==> src/rtl/mem_arbiter.sv <==
// Two-requester arbiter: the I-cache and D-cache share one block-transfer memory port.
// Optional MEM_ARB_ROUND_ROBIN_EN: alternate grants on ties (default: D-cache has fixed priority).
`ifndef CACHE_BLOCK_SIZE
  `define CACHE_BLOCK_SIZE 64
`endif
`ifndef MEM_TRANS_SIZE
  `define MEM_TRANS_SIZE 16
`endif

module mem_arbiter #(
  localparam int unsigned DATA_W    = `MEM_TRANS_SIZE,
  localparam int unsigned BEATS     = `CACHE_BLOCK_SIZE / `MEM_TRANS_SIZE,
  localparam int unsigned ADDR_BITS = 16 - $clog2(`CACHE_BLOCK_SIZE),
  localparam int unsigned CNT_BITS  = (BEATS > 1) ? $clog2(BEATS) : 1
) (
  input  logic                 clk,
  input  logic                 rst,
  input  logic                 i_req,
  input  logic [ADDR_BITS-1:0] i_address,
  output logic                 i_ack,
  output logic [DATA_W-1:0]    i_data,
  input  logic                 d_req,
  input  logic                 d_we,
  input  logic [ADDR_BITS-1:0] d_address,
  input  logic [DATA_W-1:0]    d_wdata,
  output logic                 d_ack,
  output logic [DATA_W-1:0]    d_rdata,
  output logic                 mem_req,
  output logic                 mem_we,
  output logic [ADDR_BITS-1:0] mem_address,
  output logic [DATA_W-1:0]    mem_wdata,
  input  logic                 mem_ack,
  input  logic [DATA_W-1:0]    mem_rdata,
  output logic                 busy,
  output logic                 owner
);

  typedef enum logic [1:0] {IDLE, REQUEST, TRANSFER} state_t;

  state_t              state_q, state_d;
  logic                owner_q, owner_d;
  logic                we_q, we_d;
  logic [CNT_BITS-1:0] cnt_q, cnt_d;
  logic                grant;
  logic                owner_req;

  always_comb begin
`ifdef MEM_ARB_ROUND_ROBIN_EN
    grant = (i_req && d_req) ? ~owner_q : d_req;
`else
    grant = d_req;
`endif
    owner_req = owner_q ? d_req : i_req;
  end

  always_comb begin
    state_d = state_q;
    owner_d = owner_q;
    we_d    = we_q;
    cnt_d   = cnt_q;
    case (state_q)
      IDLE: begin
        if (i_req || d_req) begin
          owner_d = grant;
          state_d = REQUEST;
        end
      end
      REQUEST: begin
        if (!owner_req) begin
          state_d = IDLE;
        end else if (mem_ack) begin
          // Direction is latched at ack so beats stay correct if the cache drops d_we.
          we_d    = owner_q & d_we;
          cnt_d   = '0;
          state_d = TRANSFER;
        end
      end
      TRANSFER: begin
        if (cnt_q == CNT_BITS'(BEATS - 1)) begin
          cnt_d   = '0;
          state_d = IDLE;
        end else begin
          cnt_d = cnt_q + CNT_BITS'(1);
        end
      end
      default: state_d = IDLE;
    endcase
  end

  always_ff @(posedge clk) begin
    if (rst) begin
      state_q <= IDLE;
      owner_q <= 1'b0;
      we_q    <= 1'b0;
      cnt_q   <= '0;
    end else begin
      state_q <= state_d;
      owner_q <= owner_d;
      we_q    <= we_d;
      cnt_q   <= cnt_d;
    end
  end

  // Memory-side handshake is combinational so an abort or ack takes effect in the same cycle.
  always_comb begin
    logic in_req;
    logic in_xfer;
    in_req      = (state_q == REQUEST);
    in_xfer     = (state_q == TRANSFER);
    mem_req     = in_req & owner_req;
    mem_we      = in_req & owner_q & d_we;
    mem_address = in_req ? (owner_q ? d_address : i_address) : '0;
    mem_wdata   = (in_xfer && owner_q && we_q) ? d_wdata : '0;
    i_ack       = in_req & ~owner_q & i_req & mem_ack;
    d_ack       = in_req & owner_q & d_req & mem_ack;
    i_data      = (in_xfer && !owner_q) ? mem_rdata : '0;
    d_rdata     = (in_xfer && owner_q && !we_q) ? mem_rdata : '0;
    busy        = (state_q != IDLE);
    owner       = owner_q;
  end

endmodule

==> config.mk <==
export PLATFORM = sky130hd
export DESIGN_NAME = mem_arbiter
export DESIGN_NICKNAME = d
export VERILOG_FILES = /design/src/rtl/mem_arbiter.sv
export SDC_FILE = /design/constraint.sdc
export NUM_CORES = 1
export LEC_CHECK = 0
export CORE_MARGIN = 2
export CORE_UTILIZATION = 26
export CTS_BUF_LIST = sky130_fd_sc_hd__clkbuf_8
export CTS_CLUSTER_DIAMETER = 100
export DETAILED_ROUTE_END_ITERATION = 10
export GPL_ROUTABILITY_DRIVEN = 0
export GPL_TIMING_DRIVEN = 0
export PLACE_DENSITY = 0.84
export SKIP_CTS_REPAIR_TIMING = 1
export SLEW_MARGIN = 20
export SYNTH_ARGS = -nofsm -noshare
export SYNTH_HDL_FRONTEND = slang
export SYNTH_SLANG_ARGS = --single-unit
export TNS_END_PERCENT = 100
==> constraint.sdc <==
create_clock -name clk -period 1.9 [get_ports clk]
set_input_delay 0.19 -clock clk [delete_from_list [all_inputs] [get_ports clk]]
set_output_delay 0.19 -clock clk [all_outputs]
set_load 0.1 [all_outputs]
==> results of run 1 <==
sequential cells by signal, summed over array words and instances, names as in the netlist:
signal / cells
cnt_q: 2
owner: 1
state_q: 2
we_q: 1
final timing paths:
check / start / slack (ns) / to / cells past startpoint
worst max register to register: state_q[0] / 0.56 / cnt_q[1] / 3
worst max-delay path: state_q[0] / 0.06 / i_data[10] / 5
worst min-delay path: cnt_q[0] / 0.52 / cnt_q[0] / 2
worst min register to register: cnt_q[0] / 0.52 / cnt_q[0] / 2
worst reg2reg max path: stages (launching register included):
cell,delay [ns]
dfxtp_1,0.45
nand3b_1,0.35
o211ai_1,0.31
a21oi_1,0.10
cell usage in the layout (no fill, tap or decap), types with 2 or more instances in the layout:
master           instances
nor2b_1                  2
nand3b_1                 2
dlymetal6s2s_1           2
clkbuf_8                 3
clkbuf_4                 9
o211ai_1                 2
nor2_4                   9
buf_2                    2
and2_2                  36
clkbuf_2                16
buf_4                   21
and2_1                  12
nor2_2                   5
dfxtp_1                  4
mux2i_1                 10
clkdlybuf4s50_1         57
buf_6                   21
nand2_1                  4
inv_1                    3
a21oi_1                  4
o21ai_0                  2
metal layers:
metal	global-route usage (%)	up-vias	part of all wire, %	wire, microns
li1	-	632	-	-
met1	19.92	567	34	1310
met2	38.25	86	52	2004
met3	6.397	7	13	488
met4	7.453	0	1.4	55
met5	0	-	0	0
cell type report:
class                   count  share of cell area, %
well taps                  44                  2.526
clock buffers               3                  1.894
multi-input cells         101                  36.68
repair buffers            122                  50.57
clock inverters             1                 0.1722
inverters                   2                 0.3444
flip-flops and latches      6                  5.741
plain buffers               6                  2.067
stage by stage:
step / total power [mW] / worst slack, ns / utilization [%]
detailed placement: 0.7083 / -0.6766 / 73.28
global route: 0.9300 / -0.04738 / 71.39
finish: 0.8966 / 0.05988 / 71.39
CTS: 0.9108 / -0.9167 / 74.75
global placement: 0.7002 / -0.6240 / 73.28
floorplan: 0.5049 / 0.05677 / -
kinds of logic (layout without fill, tap and decap cells):
family | after synthesis | in the layout | synth area share (%)
fa+ha+maj | 1 | 1 | 1.492
buf+inv | 8 | 134 | 5.820
flops | 6 | 6 | 14.33
simple gates | 77 | 77 | 55.67
mux | 11 | 11 | 13.58
compound gates | 12 | 12 | 9.105
power groups by stage:
stage | Sequential, mW | Combinational [mW] | Clock [mW]
6_report | 0.142 | 0.552 | 0.202
5_1_grt | 0.144 | 0.577 | 0.209
4_1_cts | 0.142 | 0.566 | 0.202
3_5_place_dp | 0.144 | 0.564 | 0
3_3_place_gp | 0.143 | 0.557 | 0
2_1_floorplan | 0.156 | 0.349 | 0
==> results_dict.tcl, run 1 <==
set metrics [dict create \
    drive_gt1_share_pct 53.53 \
    antenna_cells 0 \
    grt_max_degree 11 \
    pin_count 122 \
    die_height_microns 60.78 \
    grt_pass1_wl_microns 5595 \
    drtPass1Iterations 4 \
    drc 0 \
    yosysTopAreaCell "and2_1" \
    yosys_warnings 0 \
    fin_area_sq_mm 0.002180 \
    p_leak_nw 1.015 \
    fin_crit_sh_pct 96.85 \
    synth_cell_types 28 \
    dpl_cell_area_sq_mm 0.002237 \
    max-clock-path-buffers 2 \
    yosysSeqAreaShare_pct 14.33 \
    path_delay_family "buffers and inverters" \
    p_per_area_mw_per_mm2 411.4 \
    clk_transition_reported_paths_ns 0.04 \
    via_per_inst 4.533 \
    syn_inst 115 \
    drv_cap 0 \
    max_freq_mhz 543.4 \
    rsz0062_at_grt "yes" \
    syn_area_sq_um 838.3 \
    critical-path-max-stage-delay_ns 0.37 \
    syn-num-nets 174 \
    report.final.slew_viol_count 0 \
    p_int_mw 0.4718 \
    critPathMaxFanout 10 \
    drt-total-wl_microns 3858 \
    hp-class "register to register" \
    syn_to_final_growth_pct 160.0 \
    p_sw_share_pct 47.38 \
    power_frac_seq_pct 15.9 \
    synth_seq_cells 6 \
    pwr-share-comb_pct 61.6 \
    synthTopCellsByCount "48 x and2_1, 14 x nor2_1, 10 x mux2i_1" \
    cts_tree "built" \
    grt_remaining_overflow 0 \
    worstMarginPinSlew_ns 0.9597 \
    synth_top_area_share_pct 35.82 \
    fill_cells 273 \
    power_frac_clock_pct 22.5 \
    ant_nets 0 \
    power_switching_mw 0.4248 \
    core_area_sq_mm 0.003053 \
    seq_area_sq_um 125.1 \
    layout_min_cycle_time_ns 1.840 \
    clk_root_buffer_cell "clkbuf_8" \
    synth_edf_count 0 \
    status "finished clean" \
    clk_latency_ns 0.23 \
    ys.flop_type "dfxtp_1" \
    hold_viol_final 0 \
    nNetsFinal 301 \
    io_buffer_count 121 \
    cts.sinks 6 \
    grt_usage_pct 20.00 \
    cp-end-kind "output pin" \
    floorplan.initialDensity_pct 27.46 \
    synthArstFlopShare_pct 0 \
    setup-tns-final_ns 0 \
    relSlewSlack_pct 35.91 \
    h-tree-depth 1 \
    die-area_sq_mm 0.003694 \
    multiInputGateArea_sq_um 799.5 \
    worst_ep_required_time_ns 1.71 \
    crit_path_cell_trace "nand2b_4 -> nor2_4 -> clkbuf_2 -> and2_2 -> clkbuf_4" \
    path_class "register to output pin" \
    yosysMostFrequentCell "and2_1" \
    cp_num_buf_inv 2 \
    wl_per_cell_microns 13.54 \
    avgSynthCellArea_sq_um 7.290 \
    irDropWorstVdd_v 0.0003334 \
    grt_pass1_vias 1255 \
    startpoint_type "register" \
    slowest_stage "dfxtp_1" \
    finalNonFillerCells 285 \
    clock-skew-final_ns 0.003006 \
    whs_ns 0.5224 \
    drt-initial-drc-count 20 \
    setup_viol 0 \
    netlist_top_cells_area "and2_1 36%, dfxtp_1 14%, mux2i_1 12%, nor2_1 6.3%, buf_6 2.7%" \
    cts_buffers 3 \
    fp.dieW_microns 60.78 \
    row_count 20 \
    place_inst 280 \
    hpwl_microns 3359 \
    vias 1292 \
    worstPathArrival_ns 1.65 \
    antenna_found_initial 0 \
]
Power figures use the tool's default switching activity.
==> run 2, diff against run 1 <==
--- a/config.mk
+++ b/config.mk
@@ -14,6 +14,7 @@
 export GPL_TIMING_DRIVEN = 0
 export PLACE_DENSITY = 0.84
 export SKIP_CTS_REPAIR_TIMING = 1
+export SKIP_LAST_GASP = 1
 export SLEW_MARGIN = 20
 export SYNTH_ARGS = -nofsm -noshare
 export SYNTH_HDL_FRONTEND = slang
==> run 2 against run 1 <==
Compared with the run above:
- die area unchanged
- sequential share of layout area is essentially flat
- global-route usage unchanged
- the flow now finishes with violations (negative setup slack)
- sequential power about the same
- first-iteration DRC count stayed put
- critical endpoint unchanged
- worst hold slack unchanged
==> results_dict.tcl, run 2 (synthesized netlist as in run 1, its figures left out) <==
set metrics [dict create \
    pin_count 122 \
    die_height_microns 60.78 \
    whs_ns 0.5224 \
    setup-tns-final_ns -0.06970 \
    path_class "register to output pin" \
    power.total_mw 0.8949 \
    ant_nets 0 \
    clock-skew-final_ns 0.003054 \
    grt_remaining_overflow 0 \
    finalNonFillerCells 285 \
    fill_cells 277 \
    top_layer "met4" \
    layout_min_cycle_time_ns 1.970 \
    drv_cap 0 \
    grt_pass1_vias 1255 \
    floorplan.initialDensity_pct 27.46 \
    fin_area_sq_mm 0.002171 \
    power_frac_clock_pct 22.6 \
    met1Wirelength_microns 1295 \
    drtPass1Iterations 4 \
    dpl_cell_area_sq_mm 0.002237 \
    fin_crit_sh_pct 103.7 \
    pwr-share-comb_pct 61.5 \
    fin_ws_ns -0.06970 \
    hpwl_microns 3359 \
    startpoint_type "register" \
    syn_to_final_growth_pct 159.0 \
    setup_viol 1 \
    critPathMaxFanout 10 \
    clk_transition_reported_paths_ns 0.04 \
    grt_usage_pct 20.00 \
    worstMarginPinSlew_ns 0.9602 \
    p_int_mw 0.4703 \
    clk_root_buffer_cell "clkbuf_8" \
    clk_latency_ns 0.23 \
    max_freq_mhz 507.7 \
    p_per_area_mw_per_mm2 412.2 \
    cp-end-kind "output pin" \
    rsz0062_at_grt "yes" \
    drive_gt1_share_pct 53.53 \
    wl_per_cell_microns 13.55 \
    drt-initial-drc-count 20 \
    met2_length_microns 2005 \
    via_per_inst 4.537 \
    p_leak_nw 1.013 \
    violations "negative setup slack" \
    drc 0 \
    p_sw_share_pct 47.45 \
    io_buffer_count 121 \
    irDropWorstVdd_v 0.0003327 \
    cts_tree "built" \
    row_count 20 \
    grt_max_degree 11 \
    wl_met3_microns 504 \
    vias 1293 \
    fp.dieW_microns 60.78 \
    worstPathArrival_ns 1.78 \
    hold_viol_final 0 \
    grt_pass1_wl_microns 5595 \
    die-area_sq_mm 0.003694 \
    nNetsFinal 301 \
    max-clock-path-buffers 2 \
    hp-class "register to register" \
    relSlewSlack_pct 35.88 \
    pre_cts_slack_ns -0.6766 \
    antenna_cells 0 \
    h-tree-depth 1 \
    final_common_cell "clkdlybuf4s50_1" \
    fin_util_pct 71.11 \
    drt-total-wl_microns 3861 \
    place_inst 280 \
    core_area_sq_mm 0.003053 \
    report.final.slew_viol_count 0 \
    reg_top3 "cnt_q x2, state_q x2" \
    worst_ep_required_time_ns 1.71 \
    cts_buffers 3 \
    layout_common_cells "57 x clkdlybuf4s50_1, 36 x and2_2, 20 x buf_6, 20 x buf_4, 17 x clkbuf_2" \
    power_frac_seq_pct 15.9 \
    power_switching_mw 0.4246 \
    cts.sinks 6 \
    antenna_found_initial 0 \
    status "finished with violations" \
]
-- run 2: path summary, 6_finish.rpt --
kind / from / cells past startpoint / to / slack, ns
setup / recovery: state_q[0] / 5 / i_data[10] / -0.07
hold / removal: cnt_q[0] / 2 / cnt_q[0] / 0.52
setup reg to reg: state_q[0] / 3 / cnt_q[1] / 0.56
hold reg to reg: cnt_q[0] / 2 / cnt_q[0] / 0.52
-- run 2: layout make-up --
type | count | area (sq um) | share of cell area, %
Multi-Input combinational cell | 101 | 799.5 | 36.83
Tap cell | 44 | 55.05 | 2.536
Inverter | 2 | 7.507 | 0.3458
Timing Repair Buffer | 122 | 1096 | 50.49
Buffer | 6 | 42.54 | 1.960
Sequential cell | 6 | 125.1 | 5.764
Clock inverter | 1 | 3.754 | 0.1729
Clock buffer | 3 | 41.29 | 1.902
-- run 2: power by group through the flow --
stage	Clock (mW)	Sequential [mW]	Combinational [mW]
finish	0.202	0.142	0.551
global route	0.209	0.144	0.575
CTS	0.202	0.142	0.566
detailed placement	0	0.144	0.564
global placement	0	0.143	0.557
floorplan	0	0.156	0.349
-- run 2: critical path, cell delays in order, from the launching register on --
cell      delay [ns]
dfxtp_1         0.37
nand2b_4        0.21
nor2_4          0.15
clkbuf_2        0.21
and2_2          0.15
clkbuf_2        0.45
-- run 2: layer usage --
| layer | up-vias | GRT usage [%] |
|---|---|---|
| met4 | 0 | 7.453 |
| li1 | 632 | - |
| met3 | 7 | 6.397 |
| met2 | 86 | 38.25 |
| met5 | - | 0 |
| met1 | 568 | 19.92 |
==> run 3, diff against run 2 <==
--- a/config.mk
+++ b/config.mk
@@ -5,6 +5,8 @@
 export SDC_FILE = /design/constraint.sdc
 export NUM_CORES = 1
 export LEC_CHECK = 0
+export ABC_CLOCK_PERIOD_IN_PS = 1900
+export CAP_MARGIN = 10
 export CORE_MARGIN = 2
 export CORE_UTILIZATION = 26
 export CTS_BUF_LIST = sky130_fd_sc_hd__clkbuf_8
@@ -12,7 +14,7 @@
 export DETAILED_ROUTE_END_ITERATION = 10
 export GPL_ROUTABILITY_DRIVEN = 0
 export GPL_TIMING_DRIVEN = 0
-export PLACE_DENSITY = 0.84
+export PLACE_DENSITY = 0.88
 export SKIP_CTS_REPAIR_TIMING = 1
 export SKIP_LAST_GASP = 1
 export SLEW_MARGIN = 20
==> run 3 against run 2 <==
Compared with the run above:
- the flow still finishes with violations (negative setup slack)
- sequential share of layout area is essentially flat
- sequential cell count unchanged
- first-iteration DRC count grew to 3.4 times the previous value
- total power about the same
- via count down 2.6%
- clock skew grew 0.0038 ns
- clock power shrank 3%
- non-clock buffer count did not move
- largest cell class unchanged
- highest routed layer unchanged
==> results_dict.tcl, run 3 (synthesized netlist as in run 1, its figures left out) <==
set metrics [dict create \
    status "finished with violations" \
    violations "negative setup slack" \
    vias 1260 \
    syn_to_final_growth_pct 158.8 \
    via_per_inst 4.421 \
    critPathMaxFanout 10 \
    layout_min_cycle_time_ns 2.022 \
    wl_per_cell_microns 12.78 \
    whs_ns 0.4916 \
    clk_root_buffer_cell "clkbuf_8" \
    irDropWorstVdd_v 0.0004573 \
    fin_crit_sh_pct 106.4 \
    core_area_sq_mm 0.003053 \
    power_switching_mw 0.4203 \
    hold_viol_final 0 \
    antenna_cells 0 \
    ant_nets 0 \
    drc 0 \
    drt-initial-drc-count 67 \
    report.final.slew_viol_count 0 \
    crit_end "mem_wdata[12]" \
    path_class "register to output pin" \
    dpl_cell_area_sq_mm 0.002237 \
    reg2reg_depth 2 \
    floorplan.initialDensity_pct 27.46 \
    io_buffer_count 121 \
    clock-skew-final_ns 0.006899 \
    row_count 20 \
    rsz0062_at_grt "yes" \
    grt_max_degree 11 \
    hp-class "register to register" \
    layout_common_cells "57 x clkdlybuf4s50_1, 36 x and2_2, 23 x clkbuf_4" \
    cp-end-kind "output pin" \
    worst_ep_required_time_ns 1.71 \
    p_per_area_mw_per_mm2 412.8 \
    pre_cts_slack_ns -0.6354 \
    power_frac_seq_pct 15.8 \
    grt_remaining_overflow 0 \
    max-clock-path-buffers 2 \
    die-area_sq_mm 0.003694 \
    cts.sinks 6 \
    worstPathArrival_ns 1.83 \
    fp.dieW_microns 60.78 \
    worstMarginPinSlew_ns 0.9634 \
    cts_buffers 3 \
    r2r_slack_ns 0.61 \
    nNetsFinal 301 \
    p_int_mw 0.4752 \
    reg_top3 "cnt_q x2, state_q x2" \
    hpwl_microns 3048 \
    pwr-share-comb_pct 62.4 \
    clk_transition_reported_paths_ns 0.04 \
    fin_ws_ns -0.1216 \
    pin_count 122 \
    fin_util_pct 71.07 \
    cts_tree "built" \
    r2r-end "we_q" \
    setup_viol 1 \
    p_sw_share_pct 46.93 \
    rr_startpoint "state_q[0]" \
    h-tree-depth 1 \
    crit_start "owner" \
    max_freq_mhz 494.7 \
    final_common_cell "clkdlybuf4s50_1" \
    drive_gt1_share_pct 56.02 \
    antenna_found_initial 0 \
    drt-total-wl_microns 3642 \
    p_leak_nw 1.007 \
    die_height_microns 60.78 \
    startpoint_type "register" \
    drv_cap 0 \
    grt_pass1_vias 1039 \
    power_frac_clock_pct 21.8 \
    grt_usage_pct 17.98 \
    drtPass1Iterations 4 \
    grt_pass1_wl_microns 4919 \
    fin_area_sq_mm 0.002170 \
    clk_latency_ns 0.23 \
    relSlewSlack_pct 35.67 \
]
[run 3: worst min-delay path by stage]
stage	from	endpoint	cells after the start
global route	cnt_q[1]	cnt_q[1]	2
global placement	cnt_q[1]	cnt_q[1]	2
detailed placement	cnt_q[1]	cnt_q[1]	2
CTS	cnt_q[1]	cnt_q[1]	2
finish	cnt_q[1]	cnt_q[1]	2
floorplan	rst	owner	1
[run 3: cell type report]
type,instances,area (sq um)
Buffer,6,45.04
Sequential cell,6,125.1
Clock buffer,3,41.29
Inverter,2,7.507
Clock inverter,1,3.754
Timing Repair Buffer,122,1070
Tap cell,44,55.05
Fill cell,268,883.3
Multi-Input combinational cell,101,822.0
[run 3: metrics by stage]
step	power (mW)	std cells	TNS (ns)
3_3_place_gp	0.7015	280	-31.59
4_1_cts	0.9021	284	-46.89
3_5_place_dp	0.7057	280	-32.10
5_1_grt	0.9297	285	-0.2524
2_1_floorplan	0.5049	115	0
6_report	0.8955	285	-0.1216
[run 3: critical path, stage by stage (launching register included)]
cell and delay (ns):
dfxtp_4 0.34, buf_6 0.16, and4b_2 0.31, buf_2 0.20, and2_2 0.15, clkbuf_2 0.45
[run 3: power by group through the flow]
stage	Sequential, mW	Combinational (mW)	Clock (mW)
floorplan	0.156	0.349	0
global placement	0.143	0.559	0
detailed placement	0.143	0.563	0
finish	0.141	0.559	0.195
global route	0.143	0.582	0.205
CTS	0.141	0.564	0.197
[run 3: metal layers]
| metal | vias to the layer above | global-route usage (%) | part of all wire (%) |
|---|---|---|---|
| li1 | 631 | - | - |
| met1 | 546 | 21.91 | 41 |
| met2 | 79 | 31.03 | 48 |
| met3 | 4 | 3.838 | 10 |
| met4 | 0 | 6.522 | 1.4 |
| met5 | - | 0 | 0 |
